`config.mk`:
```
export PLATFORM = sky130hd
export DESIGN_NAME = videocard_host_loader
export DESIGN_NICKNAME = d
export VERILOG_FILES = /design/src/rtl/videocard_host_pkg.sv /design/src/rtl/videocard_poll_timer.sv /design/src/rtl/videocard_host_loader.sv
export SDC_FILE = /design/constraint.sdc
export NUM_CORES = 1
export LEC_CHECK = 0
export BUFFER_PORTS_ARGS = -buffer_cell sky130_fd_sc_hd__clkbuf_2
export CELL_PAD_IN_SITES_DETAIL_PLACEMENT = 0
export CELL_PAD_IN_SITES_GLOBAL_PLACEMENT = 2
export CORE_ASPECT_RATIO = 1.1
export CORE_UTILIZATION = 27
export CTS_BUF_LIST = sky130_fd_sc_hd__clkbuf_8
export DETAILED_ROUTE_END_ITERATION = 7
export PLACE_DENSITY = 0.83
export SLEW_MARGIN = 20
export SYNTH_ARGS = -nofsm -noshare
export SYNTH_HDL_FRONTEND = slang
export SYNTH_HIERARCHICAL = 1
export SYNTH_SLANG_ARGS = --single-unit
export TNS_END_PERCENT = 50
```
`constraint.sdc`:
```
create_clock -name clk -period 2.4 [get_ports clk]
set_input_delay 0.48 -clock clk [delete_from_list [all_inputs] [get_ports clk]]
set_output_delay 0.48 -clock clk [all_outputs]
set_load 0.1 [all_outputs]
```
`src/rtl/videocard_host_pkg.sv`:
```
// Shared encodings for the video card host loader: FSM states and control register map.
package videocard_host_pkg;

    typedef logic [2:0] state_t;

    localparam state_t ST_IDLE      = 3'd0;
    localparam state_t ST_WRITE     = 3'd1;
    localparam state_t ST_DRAIN     = 3'd2;
    localparam state_t ST_KICK      = 3'd3;
    localparam state_t ST_POLL_REQ  = 3'd4;
    localparam state_t ST_POLL_WAIT = 3'd5;
    localparam state_t ST_FINISH    = 3'd6;

    localparam int unsigned CTRL_START      = 0;
    localparam int unsigned CTRL_STATUS     = 1;
    localparam int unsigned START_VAL       = 1;
    localparam int unsigned STATUS_BUSY_BIT = 0;

endpackage

```
`src/rtl/videocard_poll_timer.sv`:
```
// Saturating count of status polls issued; flags when the poll budget is used up.
module videocard_poll_timer #(
    parameter int unsigned LIMIT = 1024
) (
    input  logic clk_i,
    input  logic reset_i,
    input  logic clr_i,
    input  logic inc_i,
    output logic limit_o
);

    localparam int unsigned CW = $clog2(LIMIT + 1);

    logic [CW-1:0] count_q, count_d;

    assign limit_o = (count_q == CW'(LIMIT));

    always_comb begin
        count_d = count_q;
        if (clr_i) begin
            count_d = '0;
        end else if (inc_i && !limit_o) begin
            count_d = count_q + 1'b1;
        end
    end

    always_ff @(posedge clk_i) begin
        if (reset_i) begin
            count_q <= '0;
        end else begin
            count_q <= count_d;
        end
    end

endmodule

```
`src/rtl/videocard_host_loader.sv`:
```
// Streams a block of words into video memory, kicks the card via its control port,
// then polls the status register until idle or until the poll budget runs out.
module videocard_host_loader
    import videocard_host_pkg::*;
#(
    parameter int WIDTH      = 32,
    parameter int ADDR_W     = WIDTH / 2,
    parameter int POLL_LIMIT = 1024
) (
    input  logic                 clk,
    input  logic                 reset_sink_reset,
    input  logic                 start,
    input  logic [ADDR_W-1:0]    base_addr,
    input  logic [ADDR_W-1:0]    word_count,
    input  logic                 src_valid,
    input  logic [WIDTH-1:0]     src_data,
    output logic                 src_ready,
    output logic [ADDR_W-1:0]    address,
    output logic [WIDTH-1:0]     data_out,
    output logic [WIDTH/8-1:0]   byteenable,
    output logic                 write,
    input  logic                 waitrequest,
    output logic                 address_control,
    output logic [WIDTH-1:0]     data_out_control,
    input  logic [WIDTH-1:0]     data_in_control,
    output logic                 write_control,
    output logic                 read_control,
    output logic                 busy,
    output logic                 done,
    output logic                 timeout
);

    state_t              state_q, state_d;
    logic [ADDR_W-1:0]   ptr_q, ptr_d;
    logic [ADDR_W-1:0]   remaining_q, remaining_d;
    logic [ADDR_W-1:0]   address_q, address_d;
    logic [WIDTH-1:0]    data_q, data_d;
    logic                write_q, write_d;
    logic                timeout_q, timeout_d;

    logic wr_free, accept, status_busy;
    logic poll_clr, poll_inc, poll_limit;
    logic unused_status;

    // A pending write frees the bus once the slave stops stalling it.
    assign wr_free     = !write_q || !waitrequest;
    assign src_ready   = (state_q == ST_WRITE) && (remaining_q != '0) && wr_free;
    assign accept      = src_valid && src_ready;
    assign status_busy = data_in_control[STATUS_BUSY_BIT];
    assign unused_status = ^data_in_control[WIDTH-1:1];

    assign address          = address_q;
    assign data_out         = data_q;
    assign write            = write_q;
    assign byteenable       = '1;
    assign timeout          = timeout_q;
    assign busy             = (state_q != ST_IDLE);
    assign done             = (state_q == ST_FINISH);
    assign write_control    = (state_q == ST_KICK);
    assign read_control     = (state_q == ST_POLL_REQ);
    assign address_control  = (state_q == ST_POLL_REQ) ? 1'(CTRL_STATUS) : 1'(CTRL_START);
    assign data_out_control = (state_q == ST_KICK) ? WIDTH'(START_VAL) : '0;

    videocard_poll_timer #(
        .LIMIT(POLL_LIMIT)
    ) u_poll_timer (
        .clk_i   (clk),
        .reset_i (reset_sink_reset),
        .clr_i   (poll_clr),
        .inc_i   (poll_inc),
        .limit_o (poll_limit)
    );

    always_comb begin
        state_d     = state_q;
        ptr_d       = ptr_q;
        remaining_d = remaining_q;
        address_d   = address_q;
        data_d      = data_q;
        write_d     = write_q;
        timeout_d   = timeout_q;
        poll_clr    = 1'b0;
        poll_inc    = 1'b0;

        if (wr_free) begin
            write_d = 1'b0;
        end

        case (state_q)
            ST_IDLE: begin
                if (start) begin
                    ptr_d       = base_addr;
                    remaining_d = word_count;
                    timeout_d   = 1'b0;
                    poll_clr    = 1'b1;
                    state_d     = (word_count == '0) ? ST_KICK : ST_WRITE;
                end
            end
            ST_WRITE: begin
                if (accept) begin
                    address_d   = ptr_q;
                    data_d      = src_data;
                    write_d     = 1'b1;
                    ptr_d       = ptr_q + 1'b1;
                    remaining_d = remaining_q - 1'b1;
                    if (remaining_q == ADDR_W'(1)) begin
                        state_d = ST_DRAIN;
                    end
                end
            end
            ST_DRAIN: begin
                if (wr_free) begin
                    state_d = ST_KICK;
                end
            end
            ST_KICK: begin
                state_d = ST_POLL_REQ;
            end
            ST_POLL_REQ: begin
                poll_inc = 1'b1;
                state_d  = ST_POLL_WAIT;
            end
            ST_POLL_WAIT: begin
                if (!status_busy) begin
                    state_d = ST_FINISH;
                end else if (poll_limit) begin
                    timeout_d = 1'b1;
                    state_d   = ST_FINISH;
                end else begin
                    state_d = ST_POLL_REQ;
                end
            end
            ST_FINISH: begin
                state_d = ST_IDLE;
            end
            default: begin
                state_d = ST_IDLE;
            end
        endcase
    end

    always_ff @(posedge clk) begin
        if (reset_sink_reset) begin
            state_q     <= ST_IDLE;
            ptr_q       <= '0;
            remaining_q <= '0;
            address_q   <= '0;
            data_q      <= '0;
            write_q     <= 1'b0;
            timeout_q   <= 1'b0;
        end else begin
            state_q     <= state_d;
            ptr_q       <= ptr_d;
            remaining_q <= remaining_d;
            address_q   <= address_d;
            data_q      <= data_d;
            write_q     <= write_d;
            timeout_q   <= timeout_d;
        end
    end

endmodule

```
# [Yosys cells after proc, flatten, opt, wreduce, memory -nomap -nowiden]
# Index checks and enable logic that the tools add are counted.
[totals] latch_bits=0 memories=0 output_inout_bits=92 romBits=0 inputBits=101 wordCells=69 ff_bits=96 mem_bits_rw=0
[classes] n_eq_ne=14 div_mod_pow=0 mux=25 multipliers=0 add_sub_neg=3 bitwise=0 reduce_logical=19 n_shift=0 n_lt_le_gt_ge=0
[op_table] op="16-bit two-way mux" n=4
[op_table] op="16-bit case mux with 2 select lines" n=2
[op_table] op="3-bit case mux with 6 select lines" n=1
[op_table] op="16-bit by 1-bit adder with 16-bit output, second input constant" n=1
[op_table] op="16-bit by 1-bit equality test with 1-bit output, second input constant" n=1
[op_table] op="16-bit zero test" n=1
[op_table] op="16-bit nonzero test" n=1
[op_table] op="16-bit by 1-bit subtractor with 16-bit output, second input constant" n=1
[op_table] op="3-bit two-way mux" n=4
[op_table] op="11-bit by 1-bit adder with 11-bit output, second input constant" n=1
[op_table] op="11-bit equality test, second input constant" n=1
[op_table] op="1-bit two-way mux" n=10
[op_table] op="3-bit equality test, second input constant" n=3
[op_table] op="2-bit inequality test, second input constant" n=4
[op_table] op="4-bit AND reduction" n=2
[op_table] op="3-bit by 2-bit equality test with 1-bit output, second input constant" n=2
[op_table] op="2-bit two-way mux" n=3
[op_table] op="1-bit logical AND" n=4
[op_table] op="2-bit by 1-bit inequality test with 1-bit output, second input constant" n=2
[op_table] op="2-bit nonzero test" n=2
[op_table] op="3-bit by 1-bit equality test with 1-bit output, second input constant" n=1
[op_table] op="1-bit zero test" n=3
[op_table] op="3-bit zero test" n=1
[op_table] op="3-bit AND reduction" n=1
[op_table] op="5 further kinds" n=5

# [Depth between registers and ports, before layout]
# Gate-level depths: netlist of run 1.
[depth] ltp_word=6 ltp_mapped=9 depth_no_buf=8

# [Hierarchy]
# The synthesis of run 1 kept the hierarchy.
[by_module_without_submodules] mod="videocard_host_loader" seq_area_each_um2=1701.6 area_per_inst_um2=4404.2 instances=1 cells_each=601
[by_module_without_submodules] mod="videocard_poll_timer" seq_area_each_um2=220.2 area_per_inst_um2=611.8 instances=1 cells_each=71

# [Worst setup path before layout of run 1]
# Ideal clock, no wire load.
[synth_timing] path_type="register to register" start="register state_q[2]" end="register u_poll_timer.count_q[9]" synth_period_minus_slack_ps=4239 n_path_buf=2 required_time_ps=2330 setup_time_ps=70 setup_slack_ps=-1839 arrival_time_ps=4169 stages_incl_launch_ff=7 path_cell_list="dfxtp_1 > clkbuf_1 > nor3b_1 > buf_6 > nand4_1 > or4_1 > a21oi_1"
[synth_via] elab_chain_len=3 elab_cells_between_ends=6 cone_classes="eq/ne (1); mux (2); reduce/logical (3)"
[synth_rtl] element="from (decl)" line="videocard_host_loader.sv:33" source="state_t state_q, state_d;"
[synth_rtl] element="from (signal assigned)" line="videocard_host_loader.sv:152" source="state_q <= state_d;"
[synth_rtl] element="3-bit equality test"
[synth_rtl] element="1-bit two-way mux"
[synth_rtl] element="via address_control" line="videocard_host_loader.sv:23" source="output logic address_control,"
[synth_rtl] element="1-bit logical AND" line="videocard_poll_timer.sv:22" source="end else if (inc_i && !limit_o) begin"
[synth_rtl] element="to (signal assigned)" line="videocard_poll_timer.sv:31" source="count_q <= count_d;"
[synth_rtl] element="to (decl)" line="videocard_poll_timer.sv:14" source="logic [CW-1:0] count_q, count_d;"
# The timed path passes the listed nets, and every way through them passes these cells.
# A chain may end at the register's enable or synchronous reset.

# [Final worst setup path of run 1]
[layout_timing] start="register remaining_q[4]" end="output port src_ready"
[layout_via] elab_chain_len=3
[layout_rtl] element="from (decl)" line="videocard_host_loader.sv:35" source="logic [ADDR_W-1:0] remaining_q, remaining_d;"
[layout_rtl] element="from (signal assigned)" line="videocard_host_loader.sv:154" source="remaining_q <= remaining_d;"
[layout_rtl] element="16-bit nonzero test" line="videocard_host_loader.sv:47" source="assign src_ready = (state_q == ST_WRITE) && (remaining_q != '0) && wr_free;"
[layout_rtl] element="1-bit logical AND (2 in a row)" line="videocard_host_loader.sv:47"
[layout_rtl] element="to (decl)" line="videocard_host_loader.sv:17" source="output logic src_ready,"
# Every way passes these cells.

==> qor.yml, run 1 <==
status: "complete, no violations"
slew_viol_final: 0
grt_overflow: 0
num_rows: 51
drt_wl_total_microns: 14800
critPathArrivalTime_ps: 1840
cts_tree: "built"
yosysTopAreaCell: "dfxtp_1"
grt_pass1_vias: 4713
cts_buffers: 9
syn_area_sq_um: 5020
hold_class: "primary input to register"
crit_start: "remaining_q[4]"
synth_top_area_share_pct: 38.3
powerDensity_nw_per_um2: 765
rr_worst_depth: 8
drive_gt1_share_pct: 26.3
hold_slack_ps: 305
avgSynthCellArea_sq_um: 7.46
die_area_sq_um: 19100
ctsLongestPathBuffers: 2
ant_nets: 0
clkLatencyLatePin_ps: 380
rsz0062_at_grt: "yes"
die_w_microns: 132
finalCritPeriodShare_pct: 96.8
synthArstFlopShare_pct: 0
crit_end: "src_ready"
antenna_cells: 0
core_area_sq_um: 17900
max-cap-violations: 0
cts_max_level: 3
critPathRequiredTime_ps: 1920
portBuffers: 126
grt_pass1_wl_microns: 23700
ys_seq_elements: 96
die_height_microns: 145
cts.sink_count: 96
worstSetupEndpointType: "output pin"
dpl.hpwl_microns: 10400
cpMaxStageDelayCell: "or3_1"
period_minus_slack_ps: 2320
drc: 0
grt_max_degree: 67
gp_congestion: 0.737
vias_per_cell: 4.81
synthCells: 672
synth_top_flop_cell: "dfxtp_1"
avgRoutedWirePerCell_microns: 14.1
fin_skew_ps: 12.6
finalHoldViolCount: 0
p_leak_nw: 2.51
cp-start-kind: "register"
slew_headroom_pct: 39.6
r2r_start: "remaining_q[10]"
r2r_slack_ps: 180
peakVddDrop_v: 0.000310
synth_area_leaders: "dfxtp_1 38%, nand2_1 11%, a21oi_1 9.8%"
path_depth: 5
setup_viol: 0
first_pass_iters: 4
drtIter0Drc: 267
clockRootBuffer: "clkbuf_8"
cp_top_family: "simple AND/OR/NAND/NOR gates"
cp_max_fo: 6
path_buf_inv: 1
cts-hold-fix-buffers: 0
synth_edf_count: 0
tightest_slew_ps: 905
track_usage_pct: 15.2
fmax_ghz: 0.430
pin_count: 193
nNetsFinal: 912
synthToLayoutAreaGrowth_pct: 24.6
finalPower_mw: 4.78
start_util_pct: 28.0
synth.distinct_cells: 58
antenna_found_initial: 0
critPathKind: "register to output pin"
reg2reg_to: "data_out[8]"
crit_path_max_incr_delay_ps: 440
ys.warnings.count: 6
vias: 5043
clk_pin_slew_ps: 110
crit_chain: "or3_1 -> nor3_2 -> nand3_2 -> and3_4 -> buf_12"
yosysSeqAreaShare_pct: 38.3
power breakdown:
group          total (mW)  switching (mW)  internal (mW)
clock                1.05           0.654          0.398
combinational        1.89            1.35          0.547
sequential           1.83           0.114           1.72
repair_timing:
action | in CTS | in global routing
resized for setup | 8 | 3
buffers inserted | 5 | 0
cloned | 0 | 1
pin swaps | 3 | 2
setup endpoints to repair | 1 | 16
per-layer routing:
layer / share of wire [%] / GRT usage [%] / vias to the layer above
met1: 46 / 18.7 / 2325
met2: 48 / 26.4 / 146
met4: 1.6 / 6.16 / 0
met5: 0 / 0 / -
met3: 4.1 / 2.17 / 15
li1: - / - / 2557
worst register-to-register path, cell delays in order (launching register included):
cell      delay, ps
dfxtp_2         340
buf_4           140
nor4_1          430
and4_2          430
buf_4           150
nand2b_2        260
buf_12          210
nand2_1          70
a21oi_1         130
cell families after synthesis:
logic type | Yosys count | synth area share, %
AOI/OAI and AO/OA | 181 | 20.8
xor gates and xnor gates | 2 | 0.349
buffers and inverters | 91 | 10.5
DFF | 96 | 38.3
other | 2 | 0.150
and+or+nand+nor | 294 | 28.4
adders and majority gates | 6 | 1.50
cell usage after synthesis, types with 8 or more instances:
| master | number |
|---|---|
| nand2_1 | 148 |
| a21oi_1 | 98 |
| dfxtp_1 | 96 |
| buf_4 | 42 |
| nor2_1 | 34 |
| o21ai_0 | 34 |
| clkbuf_1 | 20 |
| nand3_1 | 19 |
| buf_2 | 15 |
| nor3_1 | 13 |
| nor4_1 | 13 |
| o31ai_1 | 12 |
| inv_1 | 11 |
| nand4_1 | 9 |
| a31oi_1 | 8 |
| or3_1 | 8 |
| or4_1 | 8 |
per-stage QoR:
stage	instances	TNS [ps]	cell area [sq um]	utilization, %	worst slack, ps
CTS	1047	-17.1	6230	34.8	-17.1
finish	1048	0	6250	34.8	76.1
floorplan	705	-177	5180	-	-119
global route	1048	-13.0	6250	34.8	-13.0
detailed placement	1026	0	5990	33.4	96.8
global placement	1026	0	5990	33.4	94.0
flip-flops by register name, summed over array words and instances (netlist names):
name / count
write: 1
timeout: 1
remaining_q: 16
state_q: 3
u_poll_timer/count_q: 11
ptr_q: 16
data_out: 32
address: 16
cells in the final DEF, fill, tap and decap left out, types with 11 or more instances in the layout:
cell type,netlist,routed
a21oi_1,98,98
buf_4,42,40
clkbuf_2,2,121
conb_1,2,35
dfxtp_1,96,91
inv_1,11,11
nand2_1,148,148
nand3_1,19,18
nor2_1,34,33
nor3_1,13,12
nor4_1,13,13
o21ai_0,34,34
o31ai_1,12,12
worst min-delay path by stage:
stage                             from  depth (start not counted)           end
final                     src_data[24]                          3  data_out[24]
after global placement     address[11]                          2   address[11]
after detailed placement   data_out[7]                          2   data_out[7]
after global routing      src_data[25]                          3  data_out[25]
after CTS                 src_data[27]                          3  data_out[27]
after floorplan              ptr_q[15]                          2   address[15]
layout make-up:
cell class / instances / area, sq um
Fill cell: 1976 / 11700
Sequential cell: 96 / 1930
Inverter: 11 / 41.3
Timing Repair Buffer: 168 / 1050
Clock inverter: 7 / 60.1
Multi-Input combinational cell: 519 / 2750
Tap cell: 238 / 298
Clock buffer: 9 / 124
(Power assumes the default switching activity.)
==> run 2, diff against run 1 <==
--- a/config.mk
+++ b/config.mk
@@ -9,10 +9,10 @@
 export CELL_PAD_IN_SITES_DETAIL_PLACEMENT = 0
 export CELL_PAD_IN_SITES_GLOBAL_PLACEMENT = 2
 export CORE_ASPECT_RATIO = 1.1
-export CORE_UTILIZATION = 27
+export CORE_UTILIZATION = 29
 export CTS_BUF_LIST = sky130_fd_sc_hd__clkbuf_8
 export DETAILED_ROUTE_END_ITERATION = 7
-export PLACE_DENSITY = 0.83
+export PLACE_DENSITY = 0.88
 export SLEW_MARGIN = 20
 export SYNTH_ARGS = -nofsm -noshare
 export SYNTH_HDL_FRONTEND = slang
==> constraint.sdc (replaced) <==
create_clock -name clk -period 2.7 [get_ports clk]
set_input_delay 0.54 -clock clk [delete_from_list [all_inputs] [get_ports clk]]
set_output_delay 0.54 -clock clk [all_outputs]
set_load 0.1 [all_outputs]
==> run 2 against run 1 <==
  * Via count decreased by 3.0%
  * Core utilization is 0.69 points higher
  * Combinational power decreased by 19%
  * Global-route usage grew 0.37 points
  * Clock power decreased by 4%
  * Clock skew up 9.6 ps
  * Final cell count is 2.8% lower
  * Sequential power decreased by 9.8%
  * Power is 12% lower
  * Hold slack improved by 57 ps
==> qor.yml, run 2 (synthesized netlist as in run 1, its figures left out) <==
fmax_ghz: 0.381
critPathArrivalTime_ps: 2080  # +240 ps
max-cap-violations: 0  # unchanged
track_usage_pct: 15.6  # +0.37 points
drc: 0  # unchanged
place_area_sq_um: 5800  # -3.2%
mostFrequentLayoutCells: "148 x nand2_1, 124 x clkbuf_2, 98 x a21oi_1, 94 x dfxtp_1, 35 x conb_1"
critPathKind: "register to output pin"
die_w_microns: 127  # -3.5%
core_area_sq_um: 17000  # -5.4%
powerDensity_nw_per_um2: 697  # -8.8%
wl_met1_microns: 6530  # -4.7%
grt_pass1_wl_microns: 22300  # -5.8%
grt_max_degree: 78  # +16%
cp-start-kind: "register"
cts_buffers: 9  # unchanged
status: "complete, no violations"
vias: 4894  # -3.0%
met2WireLength_microns: 6340  # -11%
nNetsFinal: 887  # -2.7%
place_ws_ps: 420  # +324 ps
slew_viol_final: 0  # unchanged
drtIter0Drc: 183  # -31%
finalHoldViolCount: 0  # unchanged
fin_skew_ps: 22.2  # +9.56 ps
dr.max_layer_used: "met4"
portBuffers: 126  # unchanged
antenna_cells: 0  # unchanged
cts_tree: "built"
cts_max_level: 3  # unchanged
finalCritPeriodShare_pct: 97.2
clk_pin_slew_ps: 110  # about the same
antenna_found_initial: 0  # unchanged
clockRootBuffer: "clkbuf_8"
finalPower_mw: 4.20  # -12%
hold_class: "primary input to register"
hold_slack_ps: 361  # +56.6 ps
cpMaxStageDelayCell: "or4_4"
final_util_pct: 35.5  # +0.69 points
multi_input_area_sq_um: 2730  # -0.86%
avgRoutedWirePerCell_microns: 13.4  # -5.3%
final_common_cell: "nand2_1"
fin_area_sq_um: 6020  # -3.6%
vias_per_cell: 4.80  # -0.19%
crit_chain: "or4_4 -> nor3_4 -> nand3_1 -> and3_4 -> buf_12"
grt_pass1_vias: 4455  # -5.5%
gp_congestion: 0.783  # +6.3%
worstSetupEndpointType: "output pin"
tightest_slew_ps: 730  # -174 ps
die_height_microns: 140  # -3.5%
synthToLayoutAreaGrowth_pct: 20.1
pin_count: 193  # unchanged
drt_wl_total_microns: 13600  # -7.9%
clkLatencyLatePin_ps: 390  # about the same
first_pass_iters: 4  # unchanged
met3_length_microns: 591  # -2.8%
cts.sink_count: 96  # unchanged
largest_reg_flops: 32  # unchanged
ctsLongestPathBuffers: 2  # unchanged
grt_overflow: 0  # unchanged
p_leak_nw: 2.38  # -5.2%
fill_cells: 1848  # -6.5%
finalSetupTns_ps: 0  # unchanged
cp_max_fo: 5  # -1
setup_ws_ps: 76.6  # +0.443 ps
critPathRequiredTime_ps: 2160  # +240 ps
crit_path_max_incr_delay_ps: 570  # +130 ps
slew_headroom_pct: 51.2  # +12 points
dpl.hpwl_microns: 9380  # -10%
post-place-cells: 1001  # -2.4%
setup_viol: 0  # unchanged
drive_gt1_share_pct: 22.9  # -3.4 points
num_rows: 50  # -2.0%
seq_area_sq_um: 1920  # -0.19%
period_minus_slack_ps: 2620
peakVddDrop_v: 0.000331  # +6.8%
finalNonFillerCells: 1019  # -2.8%
ant_nets: 0  # unchanged
start_util_pct: 29.6  # +1.6 points
die_area_sq_um: 17800  # -6.8%
-- run 2: power breakdown --
| group | internal (mW) | leakage [nW] | switching [mW] |
|---|---|---|---|
| combinational | 0.404 | 1.49 | 1.13 |
| sequential | 1.53 | 0.782 | 0.126 |
| clock | 0.437 | 0.102 | 0.574 |
-- run 2: per-layer routing --
layer | vias up | GRT usage [%]
met5 | - | 0
met4 | 0 | 6.89
met1 | 2239 | 20.2
met2 | 133 | 25.7
met3 | 8 | 2.14
li1 | 2514 | -
-- run 2: critical path, delay by kind of cell, from the launching register on --
kind | cells | cell delay, ps
buffers and inverters | 1 | 160
DFF | 1 | 360
and+or+nand+nor | 4 | 1180
-- run 2: layout make-up --
class	instances	share of cell area, %
Multi-Input combinational cell	518	45.3
Sequential cell	96	31.9
Timing Repair Buffer	144	13.9
Tap cell	234	4.86
Clock buffer	9	2.06
Clock inverter	7	1.27
Inverter	11	0.685
-- run 2: path summary, 6_finish.rpt --
check | from | end | slack [ps] | depth (start not counted)
worst max-delay path | remaining_q[10] | src_ready | 80 | 5
worst min register to register | data_out[11] | data_out[11] | 460 | 2
worst max register to register | remaining_q[0] | data_out[18] | 440 | 8
worst min-delay path | src_data[2] | data_out[2] | 360 | 3
-- run 2: timing repair --
action                                  in CTS  in global routing
buffers inserted                             0                  2
gates resized for setup                      1                  3
hold buffers                                 0                  0
endpoints found under the setup margin       1                  2
pin swaps                                    0                  2
==> run 3, diff against run 2 <==
--- a/config.mk
+++ b/config.mk
@@ -13,6 +13,7 @@
 export CTS_BUF_LIST = sky130_fd_sc_hd__clkbuf_8
 export DETAILED_ROUTE_END_ITERATION = 7
 export PLACE_DENSITY = 0.88
+export REMOVE_ABC_BUFFERS = 1
 export SLEW_MARGIN = 20
 export SYNTH_ARGS = -nofsm -noshare
 export SYNTH_HDL_FRONTEND = slang
==> run 3 against run 2 <==
  * Sequential power barely moved
  * Core utilization fell by 0.38 points
  * Die area did not move
  * Critical endpoint unchanged
  * Largest power group unchanged
==> qor.yml, run 3 (synthesized netlist as in run 1, its figures left out) <==
status: "complete, no violations"
hold_class: "primary input to register"
postCtsSetupRepairBufs: 0  # unchanged
powerDensity_nw_per_um2: 678  # -2.7%
finalSetupTns_ps: 0  # unchanged
die_area_sq_um: 17800  # unchanged
fill_cells: 1900  # +2.8%
slew_headroom_pct: 50.3  # -0.94 points
combPwrFrac_pct: 37.4  # +0.8 points
core_area_sq_um: 17000  # unchanged
ant_nets: 0  # unchanged
die_height_microns: 140  # unchanged
antenna_found_initial: 0  # unchanged
clkPwrFrac_pct: 21.9  # -2.2 points
critPathRequiredTime_ps: 2160  # about the same
p_int_mw: 2.28  # -3.6%
critPathArrivalTime_ps: 2090  # about the same
p_seq_share_pct: 40.7  # +1.4 points
p_sw_mw: 1.76  # -3.8%
portBuffers: 126  # unchanged
clkLatencyLatePin_ps: 380  # about the same
nNetsFinal: 885  # -0.23%
dpl.hpwl_microns: 9510  # +1.4%
p_leak_nw: 2.35  # -1.0%
peakVddDrop_v: 0.000285  # -14%
hold_slack_ps: 375  # +13.8 ps
fin_skew_ps: 9.80  # -12.4 ps
drtIter0Drc: 247  # +35%
grt_pass1_wl_microns: 22300  # +0.25%
cts_buffers: 9  # unchanged
grt_max_degree: 81  # +3.8%
num_rows: 50  # unchanged
critPathKind: "register to output pin"
tightest_slew_ps: 744  # +14.1 ps
ctsLongestPathBuffers: 2  # unchanged
swShare_pct: 43.6  # -0.045 points
cts-hold-fix-buffers: 0  # unchanged
gp_congestion: 0.760  # -2.9%
drive_gt1_share_pct: 22.1  # -0.81 points
synthToLayoutAreaGrowth_pct: 18.8
drc: 0  # unchanged
clk_pin_slew_ps: 90  # -20 ps
cp_max_fo: 7  # +2
mostFrequentLayoutCells: "148 x nand2_1, 120 x clkbuf_2, 98 x a21oi_1, 96 x dfxtp_1, 35 x conb_1"
antenna_cells: 0  # unchanged
grt_overflow: 0  # unchanged
vias_per_cell: 4.77  # -0.65%
track_usage_pct: 15.6  # +0.027 points
finalCritPeriodShare_pct: 97.3  # +0.12 points
setup_ws_ps: 73.3  # -3.24 ps
die_w_microns: 127  # unchanged
grt_pass1_vias: 4363  # -2.1%
place_ws_ps: 269  # -152 ps
max-cap-violations: 0  # unchanged
setup_viol: 0  # unchanged
cp-start-kind: "register"
start_util_pct: 29.6  # unchanged
slew_viol_final: 0  # unchanged
clockRootBuffer: "clkbuf_8"
finalHoldViolCount: 0  # unchanged
multi_input_area_sq_um: 2710  # -0.60%
avgRoutedWirePerCell_microns: 13.6  # +1.8%
pin_count: 193  # unchanged
largest_reg_flops: 32  # unchanged
first_pass_iters: 4  # unchanged
cts_max_level: 3  # unchanged
final_common_cell: "nand2_1"
rsz0062_at_grt: "yes"
drt_wl_total_microns: 13800  # +1.5%
seq_area_sq_um: 1920  # -0.13%
cts_tree: "built"
period_minus_slack_ps: 2630  # +3.24 ps
cts.sink_count: 96  # unchanged
fmax_ghz: 0.381  # -0.12%
worstSetupEndpointType: "output pin"
vias: 4848  # -0.94%
run 3: metal layers:
layer	track usage [%]	up-vias	part of all wire [%]
met5	0	-	0
met4	6.33	0	1.5
met3	1.99	11	3.8
met2	25.0	121	46
met1	21.1	2207	48
li1	-	2509	-
run 3: final timing paths:
| kind | start | to | slack, ps | cells past startpoint |
|---|---|---|---|---|
| max | remaining_q[9] | src_ready | 70 | 5 |
| min | src_data[12] | data_out[12] | 380 | 3 |
| max reg2reg | remaining_q[0] | address[8] | 270 | 8 |
| min reg2reg | data_out[12] | data_out[12] | 450 | 2 |
run 3: stage by stage:
step / instance area (sq um) / cells / utilization (%) / total power, mW
5_1_grt: 5960 / 1016 / 35.2 / 4.29
3_5_place_dp: 5780 / 1001 / 34.1 / 3.18
2_1_floorplan: 4650 / 625 / - / 2.77
3_3_place_gp: 5780 / 1001 / 34.1 / 3.18
6_report: 5960 / 1016 / 35.2 / 4.04
4_1_cts: 5960 / 1016 / 35.1 / 4.09
run 3: cell type report:
| type | count | area share (%) |
|---|---|---|
| timing repair buffer | 142 | 13.8 |
| tap | 234 | 4.91 |
| clock buffer | 11 | 2.54 |
| clock inverter | 4 | 0.357 |
| sequential | 96 | 32.2 |
| inverter | 11 | 0.693 |
| multi-input combinational | 518 | 45.5 |
run 3: worst max-delay path, stage by stage, from the launching register on:
cell and delay [ps]:
dfxtp_1 380, or4_4 600, nor3_4 190, nand3_1 150, and3_4 230, buf_12 160
run 3: timing repair:
action                                  in CTS  in global routing
resized for setup                            1                  3
pin swaps                                    0                  0
endpoints found under the setup margin       1                  3
cloned                                       0                  0
run 3: power groups by stage:
stage | Combinational [mW] | Sequential [mW] | Clock [mW]
floorplan | 0.811 | 1.96 | 0
global placement | 1.51 | 1.68 | 0
detailed placement | 1.51 | 1.68 | 0
CTS | 1.51 | 1.65 | 0.929
global route | 1.64 | 1.67 | 0.981
finish | 1.51 | 1.65 | 0.886
